File: src/rtl/waveform_play_scheduler.sv
// waveform_play_scheduler: loads a waveform into the waveform_stream BRAM, then
// replays it as a pulse train on a programmable PRF period, gating the wfout
// stream toward the DAC path and reporting length / timing errors.
module waveform_play_scheduler #(
    parameter int CNT_W    = 16,
    parameter int PERIOD_W = 32
) (
    input  logic                clk_in1,
    input  logic                areset,
    input  logic [31:0]         cfg_wf_len,
    input  logic [PERIOD_W-1:0] cfg_prf_period,
    input  logic [CNT_W-1:0]    cfg_num_pulses,
    input  logic                load_req,
    input  logic                run_req,
    input  logic                stop_req,
    input  logic                wf_write_ready,
    input  logic                wf_read_ready,
    output logic                init_wf_write,
    output logic [127:0]        waveform_parameters,
    input  logic [31:0]         s_axis_tdata,
    input  logic                s_axis_tvalid,
    input  logic                s_axis_tlast,
    output logic                s_axis_tready,
    output logic [31:0]         m_axis_tdata,
    output logic                m_axis_tvalid,
    output logic                m_axis_tlast,
    input  logic                m_axis_tready,
    output logic                busy,
    output logic                loaded,
    output logic                pulse_start,
    output logic [CNT_W-1:0]    pulse_count,
    output logic                err_len,
    output logic                err_overrun
);

    typedef enum logic [2:0] {
        S_IDLE,
        S_LD_REQ,
        S_LD_WAIT,
        S_TRIG,
        S_PLAY,
        S_GAP
    } state_t;

    state_t              r_state;
    state_t              w_next;
    logic [31:0]         r_wf_len;
    logic [31:0]         r_run_len;
    logic [PERIOD_W-1:0] r_period;
    logic [PERIOD_W-1:0] r_per_cnt;
    logic [CNT_W-1:0]    r_num_pulses;
    logic [CNT_W-1:0]    r_pulse_count;
    logic [31:0]         r_beat_cnt;
    logic                r_loaded;
    logic                r_seen_low;
    logic                r_stop;
    logic                r_err_len;
    logic                r_err_overrun;

    logic                w_gate;
    logic                w_hs;
    logic                w_expired;
    logic                w_done;
    logic                w_stop_any;
    logic                w_run_start;
    logic                w_reload;
    logic [31:0]         w_beat_next;
    logic                w_unused;

    // The stream starts its BRAM read on tready by itself; its read-ready
    // status carries no extra information for the sequencing here.
    assign w_unused = &{1'b0, wf_read_ready};

    assign w_gate      = (r_state == S_TRIG) || (r_state == S_PLAY);
    assign w_hs        = w_gate && s_axis_tvalid && m_axis_tready;
    assign w_expired   = (r_per_cnt == '0);
    assign w_done      = (r_num_pulses != '0) && (r_pulse_count == r_num_pulses);
    assign w_stop_any  = r_stop || stop_req;
    assign w_beat_next = (r_state == S_TRIG) ? 32'd1 : (r_beat_cnt + 32'd1);

    // Zero-latency gate; data is forced to 0 while closed so idle outputs stay quiet.
    assign m_axis_tvalid = s_axis_tvalid && w_gate;
    assign s_axis_tready = m_axis_tready && w_gate;
    assign m_axis_tdata  = w_gate ? s_axis_tdata : '0;
    assign m_axis_tlast  = w_gate && s_axis_tlast;

    assign waveform_parameters = {96'b0, r_wf_len};
    assign busy                = (r_state != S_IDLE);
    assign loaded              = r_loaded;
    assign pulse_count         = r_pulse_count;
    assign err_len             = r_err_len;
    assign err_overrun         = r_err_overrun;

    // Next-state decode plus the single-cycle strobes that depend on it.
    always_comb begin
        w_next        = r_state;
        init_wf_write = 1'b0;
        pulse_start   = 1'b0;
        w_run_start   = 1'b0;
        w_reload      = 1'b0;
        case (r_state)
            S_IDLE: begin
                if (load_req) begin
                    w_next = S_LD_REQ;
                end else if (run_req && r_loaded) begin
                    w_next      = S_TRIG;
                    w_run_start = 1'b1;
                end
            end
            S_LD_REQ: begin
                if (wf_write_ready) begin
                    init_wf_write = 1'b1;
                    w_next        = S_LD_WAIT;
                end
            end
            S_LD_WAIT: begin
                if (r_seen_low && wf_write_ready) begin
                    w_next = S_IDLE;
                end
            end
            S_TRIG: begin
                if (w_hs) begin
                    pulse_start = 1'b1;
                    w_next      = s_axis_tlast ? S_GAP : S_PLAY;
                end else if (stop_req) begin
                    w_next = S_IDLE;
                end
            end
            S_PLAY: begin
                if (w_hs && s_axis_tlast) begin
                    w_next = S_GAP;
                end
            end
            S_GAP: begin
                if (w_stop_any || w_done) begin
                    w_next = S_IDLE;
                end else if (w_expired) begin
                    w_next   = S_TRIG;
                    w_reload = 1'b1;
                end
            end
            default: w_next = S_IDLE;
        endcase
    end

    // State register and all run bookkeeping: latches, counters, sticky errors.
    always_ff @(posedge clk_in1 or posedge areset) begin
        if (areset) begin
            r_state       <= S_IDLE;
            r_wf_len      <= '0;
            r_run_len     <= '0;
            r_period      <= '0;
            r_per_cnt     <= '0;
            r_num_pulses  <= '0;
            r_pulse_count <= '0;
            r_beat_cnt    <= '0;
            r_loaded      <= 1'b0;
            r_seen_low    <= 1'b0;
            r_stop        <= 1'b0;
            r_err_len     <= 1'b0;
            r_err_overrun <= 1'b0;
        end else begin
            r_state <= w_next;
            case (r_state)
                S_IDLE: begin
                    if (load_req) begin
                        r_wf_len <= cfg_wf_len;
                    end else if (w_run_start) begin
                        r_period      <= (cfg_prf_period == '0) ? PERIOD_W'(1) : cfg_prf_period;
                        r_num_pulses  <= cfg_num_pulses;
                        r_run_len     <= cfg_wf_len;
                        r_pulse_count <= '0;
                        r_err_len     <= 1'b0;
                        r_err_overrun <= 1'b0;
                        r_stop        <= 1'b0;
                    end
                end
                S_LD_REQ: begin
                    if (wf_write_ready) begin
                        r_loaded   <= 1'b0;
                        r_seen_low <= 1'b0;
                    end
                end
                S_LD_WAIT: begin
                    if (!wf_write_ready) begin
                        r_seen_low <= 1'b1;
                    end else if (r_seen_low) begin
                        r_loaded <= 1'b1;
                    end
                end
                S_TRIG, S_PLAY: begin
                    if (w_expired) begin
                        r_err_overrun <= 1'b1;
                    end
                    // Once a beat has gone out the packet is committed; stop only ends the run after it.
                    if (stop_req && ((r_state == S_PLAY) || w_hs)) begin
                        r_stop <= 1'b1;
                    end
                    if (w_hs) begin
                        r_beat_cnt <= w_beat_next;
                        if (s_axis_tlast) begin
                            if (w_beat_next != r_run_len) begin
                                r_err_len <= 1'b1;
                            end
                            if (r_pulse_count != '1) begin
                                r_pulse_count <= r_pulse_count + CNT_W'(1);
                            end
                        end
                    end
                end
                default: ;
            endcase

            // PRF counter counts start-to-start; it parks at 0 once expired.
            if (w_run_start) begin
                r_per_cnt <= (cfg_prf_period == '0) ? '0 : (cfg_prf_period - PERIOD_W'(1));
            end else if (w_reload) begin
                r_per_cnt <= r_period - PERIOD_W'(1);
            end else if (!w_expired) begin
                r_per_cnt <= r_per_cnt - PERIOD_W'(1);
            end
        end
    end

endmodule

File: config.mk
export PLATFORM = sky130hd
export DESIGN_NAME = waveform_play_scheduler
export DESIGN_NICKNAME = d
export VERILOG_FILES = /design/src/rtl/waveform_play_scheduler.sv
export SDC_FILE = /design/constraint.sdc
export NUM_CORES = 1
export LEC_CHECK = 0
export ABC_AREA = 1
export BUFFER_PORTS_ARGS = -buffer_cell sky130_fd_sc_hd__buf_2
export CORE_MARGIN = 3
export CORE_UTILIZATION = 61
export CTS_BUF_LIST = sky130_fd_sc_hd__clkbuf_8
export DETAILED_ROUTE_END_ITERATION = 10
export PLACE_DENSITY = 0.89
export SYNTH_ARGS = -nofsm -noshare
export SYNTH_HDL_FRONTEND = slang
export SYNTH_SLANG_ARGS = --single-unit
File: constraint.sdc
create_clock -name clk_in1 -period 20.8 [get_ports clk_in1]
set_input_delay 4.16 -clock clk_in1 [delete_from_list [all_inputs] [get_ports clk_in1]]
set_output_delay 4.16 -clock clk_in1 [all_outputs]
set_load 0.01 [all_outputs]
==> impl_results.md <==
* Gpl congestion at 0.999
* I/O pin cnt at 307
* Die Wd at 154 um
* Data required, critical path at 16640 ps
* DRC at 0
* Leakage at about 7.8 nW
* Main combinational cell family by area after synthesis: simple AND/OR/NAND/NOR gates
* Worst EP arrival at about 5400 ps
* Multi-input gate area at 0.00648 mm^2
* Fmax at 105 MHz
* Yosys warnings at 0
* Worst-path maximum fanout at 66
* Slew Viols, Final at 0
* Post-route clock period utilization at 45.8%
* CTS Buf Count at 17
* GR Util All Layers at a little under 30%
* Min-delay src: r_wf_len[19]
* Top_reg_cell synth: dfrtp_1
* Crit-path cells: buf_2, inv_1, nor2_2, nand2_1, buf_4, inv_1, nand2_1, inv_1, buf_2
* Power Total at 1.68 mW
* Pwr/cell area at roughly 120 mW/mm^2
* Startpoint Class: primary input
* Post-synthesis sequential area ratio at ~38%
* Delay-heaviest family, CP: buffers and inverters
* Hold depth at 2
* Starting density of the core at a little over three fifths
* TNS Setup at 0 ps
* Clock latency on the worst-skew pair at ~500 ps
* Number of vias per cell at 5.40
* CP max stage cell: buf_4
* Synth-to-Final Area Change at 8.88%
* Initial antenna violation count at 4
* HPWL Detailed at 26.8 mm
* Mapped cell area at 0.0133 mm^2
* Drt first pass iters at 6
* R2r setup slk at 16380 ps
* Routed WL at 35.8 mm
* Detail Route Antenna Nets at 0
* Cell row count at 53
* Max clock buf depth at 2
* RSZ-0062 raised after global routing: false
* Fillers at ~1800
* Crit end category: primary output
* Post-synthesis register bit count at 200
* Max incr delay on CP at 480 ps
* Die Ht at roughly 150 um
* Worst VDD drop at 0.0689 mV
* Worst setup path category: primary input to primary output
* Resized Gates After CTS at 0
* Port bufs at roughly 210
* Hold/Removal Path Class: flip-flop to flip-flop
* Reg-to-Reg End: pulse_count[15]
* Pin count of the biggest net entering global routing at 119
* Fin Hold WS at between 400 and 500 ps
* Clock Sinks at 200
* DRT iter0 DRCs at 1158
* Slew @ Worst Pin at 1130 ps
* CTS H-Tree Depth at 4
* Final min period at 9530 ps
* Xor/xnor share of the synthesized area at 3.03%
* Hold Buf Count CTS at 0
* Clock skew at 23.9 ps
* Root Buffer: clkbuf_8
* Number of synthesized flops with an enable pin at 0
* Syn Inst Count at between 1500 and 2000
* CP startpoint: m_axis_tready
* Share of layout cells above drive strength 1 at 15.1%
* Final hold viol count at 0
* Postcts setup bufs at 0
* Avg Inst Size Synth at 6.83 um^2
* FF-to-FF Start: r_state[2]
* Maxcap violations at 0
* Crit path top cell by count: inv_1
* Clock-pin slew on the worst setup and hold paths at 110 ps
* GRT overflow at 0
* Layout net count at between 2000 and 2500
* WHS Endpoint: r_wf_len[19]
* Storage cell area at between 0.005 and 0.006 mm^2
* Yosys cell types at 42
* Worst R2R Path Depth at 16
* Worst slew margin at 24.0%
* Adder-Cell Fraction of Synth Area at less than 1%
* DIE AREA at 0.0236 mm^2
* Post-synthesis mux area share at 0%
* Vias in the first global route at 11800
* Post-Synth Simple-Gate Area at 32.6%
* Fraction of registers with async set/reset at 100%
* Avg WL per Cell at 14.9 um
* CTS tree: done
* Util after Layout at 68.1%
* Status: complete, no violations
* Synth Area in Compound Gates at 9.92%
* First-pass GRT wire length at 57.3 mm
* Final setup fails at 0
* Worst Path Buf+Inv at 6
* Core Footprint at about 0.021 mm^2
* DR vias at 13000
[synth_stat cells, types with 4 or more instances]
master | count | area share, %
nor3_1 | 35 | 1.3
xnor2_1 | 14 | 0.92
or2_2 | 19 | 0.90
nand2_2 | 11 | 0.52
buf_6 | 8 | 0.68
a21oi_1 | 53 | 2.0
ha_1 | 5 | 0.47
nand3_1 | 115 | 4.3
nand2_1 | 513 | 15
nor2_2 | 7 | 0.33
nand4_1 | 72 | 3.4
xor2_1 | 32 | 2.1
inv_2 | 13 | 0.37
dfrtp_1 | 200 | 38
o21ai_1 | 4 | 0.15
buf_2 | 12 | 0.45
nor2_1 | 185 | 5.2
buf_1 | 7 | 0.20
nand3_2 | 4 | 0.30
inv_1 | 277 | 7.8
clkbuf_1 | 35 | 0.99
nand3b_1 | 4 | 0.23
buf_4 | 99 | 5.6
o21ai_0 | 183 | 6.9
nor2_4 | 8 | 0.68
[final cells by class]
class,count,share of cell area (%)
well taps,275,2.38
inverters,290,7.58
repair buffers,217,7.65
multi-input cells,1386,44.8
flip-flops and latches,200,34.6
diodes,2,0.0346
clock buffers,17,1.62
clock inverters,15,1.27
[power breakdown]
group          internal [mW]  switching, mW  total (mW)
registers              0.551          0.117       0.668
logic                  0.263          0.487       0.749
clock network          0.102          0.160       0.262
[worst max path at each step]
stage	slack, ps	cells past startpoint	endpoint
floorplan	11190	1	err_len
global placement	11300	9	pulse_start
detailed placement	11290	9	pulse_start
CTS	11280	9	pulse_start
global route	11090	9	pulse_start
finish	11270	9	pulse_start
[per-layer routing]
layer  global-route usage [%]  wire (um)
met4                     8.83        942
met1                     39.2      14500
met5                        0          7
met3                     5.97       3280
met2                     48.6      17100
[tightest hold or removal path: cells and delay by family, from the launching register on]
kind | cells | cell delay (ps)
AOI/OAI and AO/OA | 1 | 60
DFF | 1 | 360
and+or+nand+nor | 1 | 50
[state kept, by name, indices dropped and copies added, names as in the netlist, 3 cells and up]
| name | count |
|---|---|
| r_wf_len | 32 |
| r_state | 3 |
| r_per_cnt | 32 |
| r_beat_cnt | 32 |
| pulse_count | 16 |
| r_num_pulses | 16 |
| r_period | 32 |
| r_run_len | 32 |
[per-stage QoR]
step	std cells	setup WS (ps)	instance area, um^2
floorplan	2038	11190	13600
global placement	2368	11300	14000
detailed placement	2368	11290	14000
CTS	2400	11280	14400
global route	2402	11090	14500
finish	2402	11270	14500
[placed cells by master (no fill, tap or decap), types with 3 or more instances in the layout]
| master | synthesis | layout |
|---|---|---|
| clkinv_8 | 0 | 4 |
| buf_2 | 12 | 209 |
| xnor2_1 | 14 | 14 |
| nor2_4 | 8 | 8 |
| o21ai_1 | 4 | 4 |
| nor2_2 | 7 | 7 |
| o21ai_0 | 183 | 183 |
| dfrtp_1 | 200 | 200 |
| conb_1 | 1 | 96 |
| nand2_1 | 513 | 512 |
| or2_2 | 19 | 19 |
| nor3_1 | 35 | 35 |
| nor4_1 | 3 | 3 |
| nand3b_1 | 4 | 4 |
| o21bai_1 | 3 | 3 |
| xor2_1 | 32 | 32 |
| buf_4 | 99 | 8 |
| inv_1 | 277 | 276 |
| nand2_2 | 11 | 11 |
| inv_2 | 13 | 14 |
| nand3_2 | 4 | 4 |
| nor3_2 | 3 | 3 |
| nand4_1 | 72 | 72 |
| nor2_1 | 185 | 185 |
| a21oi_1 | 53 | 53 |
| clkbuf_8 | 0 | 17 |
| ha_1 | 5 | 5 |
| nand3_1 | 115 | 115 |
| o22ai_1 | 3 | 3 |
| inv_8 | 0 | 5 |
[cell families (layout without fill, tap and decap cells)]
family	after synthesis	after routing
and+or+nand+nor	983	983
buffers and inverters	452	539
AOI/OAI and AO/OA	256	256
DFF	200	200
xor gates and xnor gates	46	46
adders and majority gates	5	5
other	1	98
(Power assumes the default switching activity.)
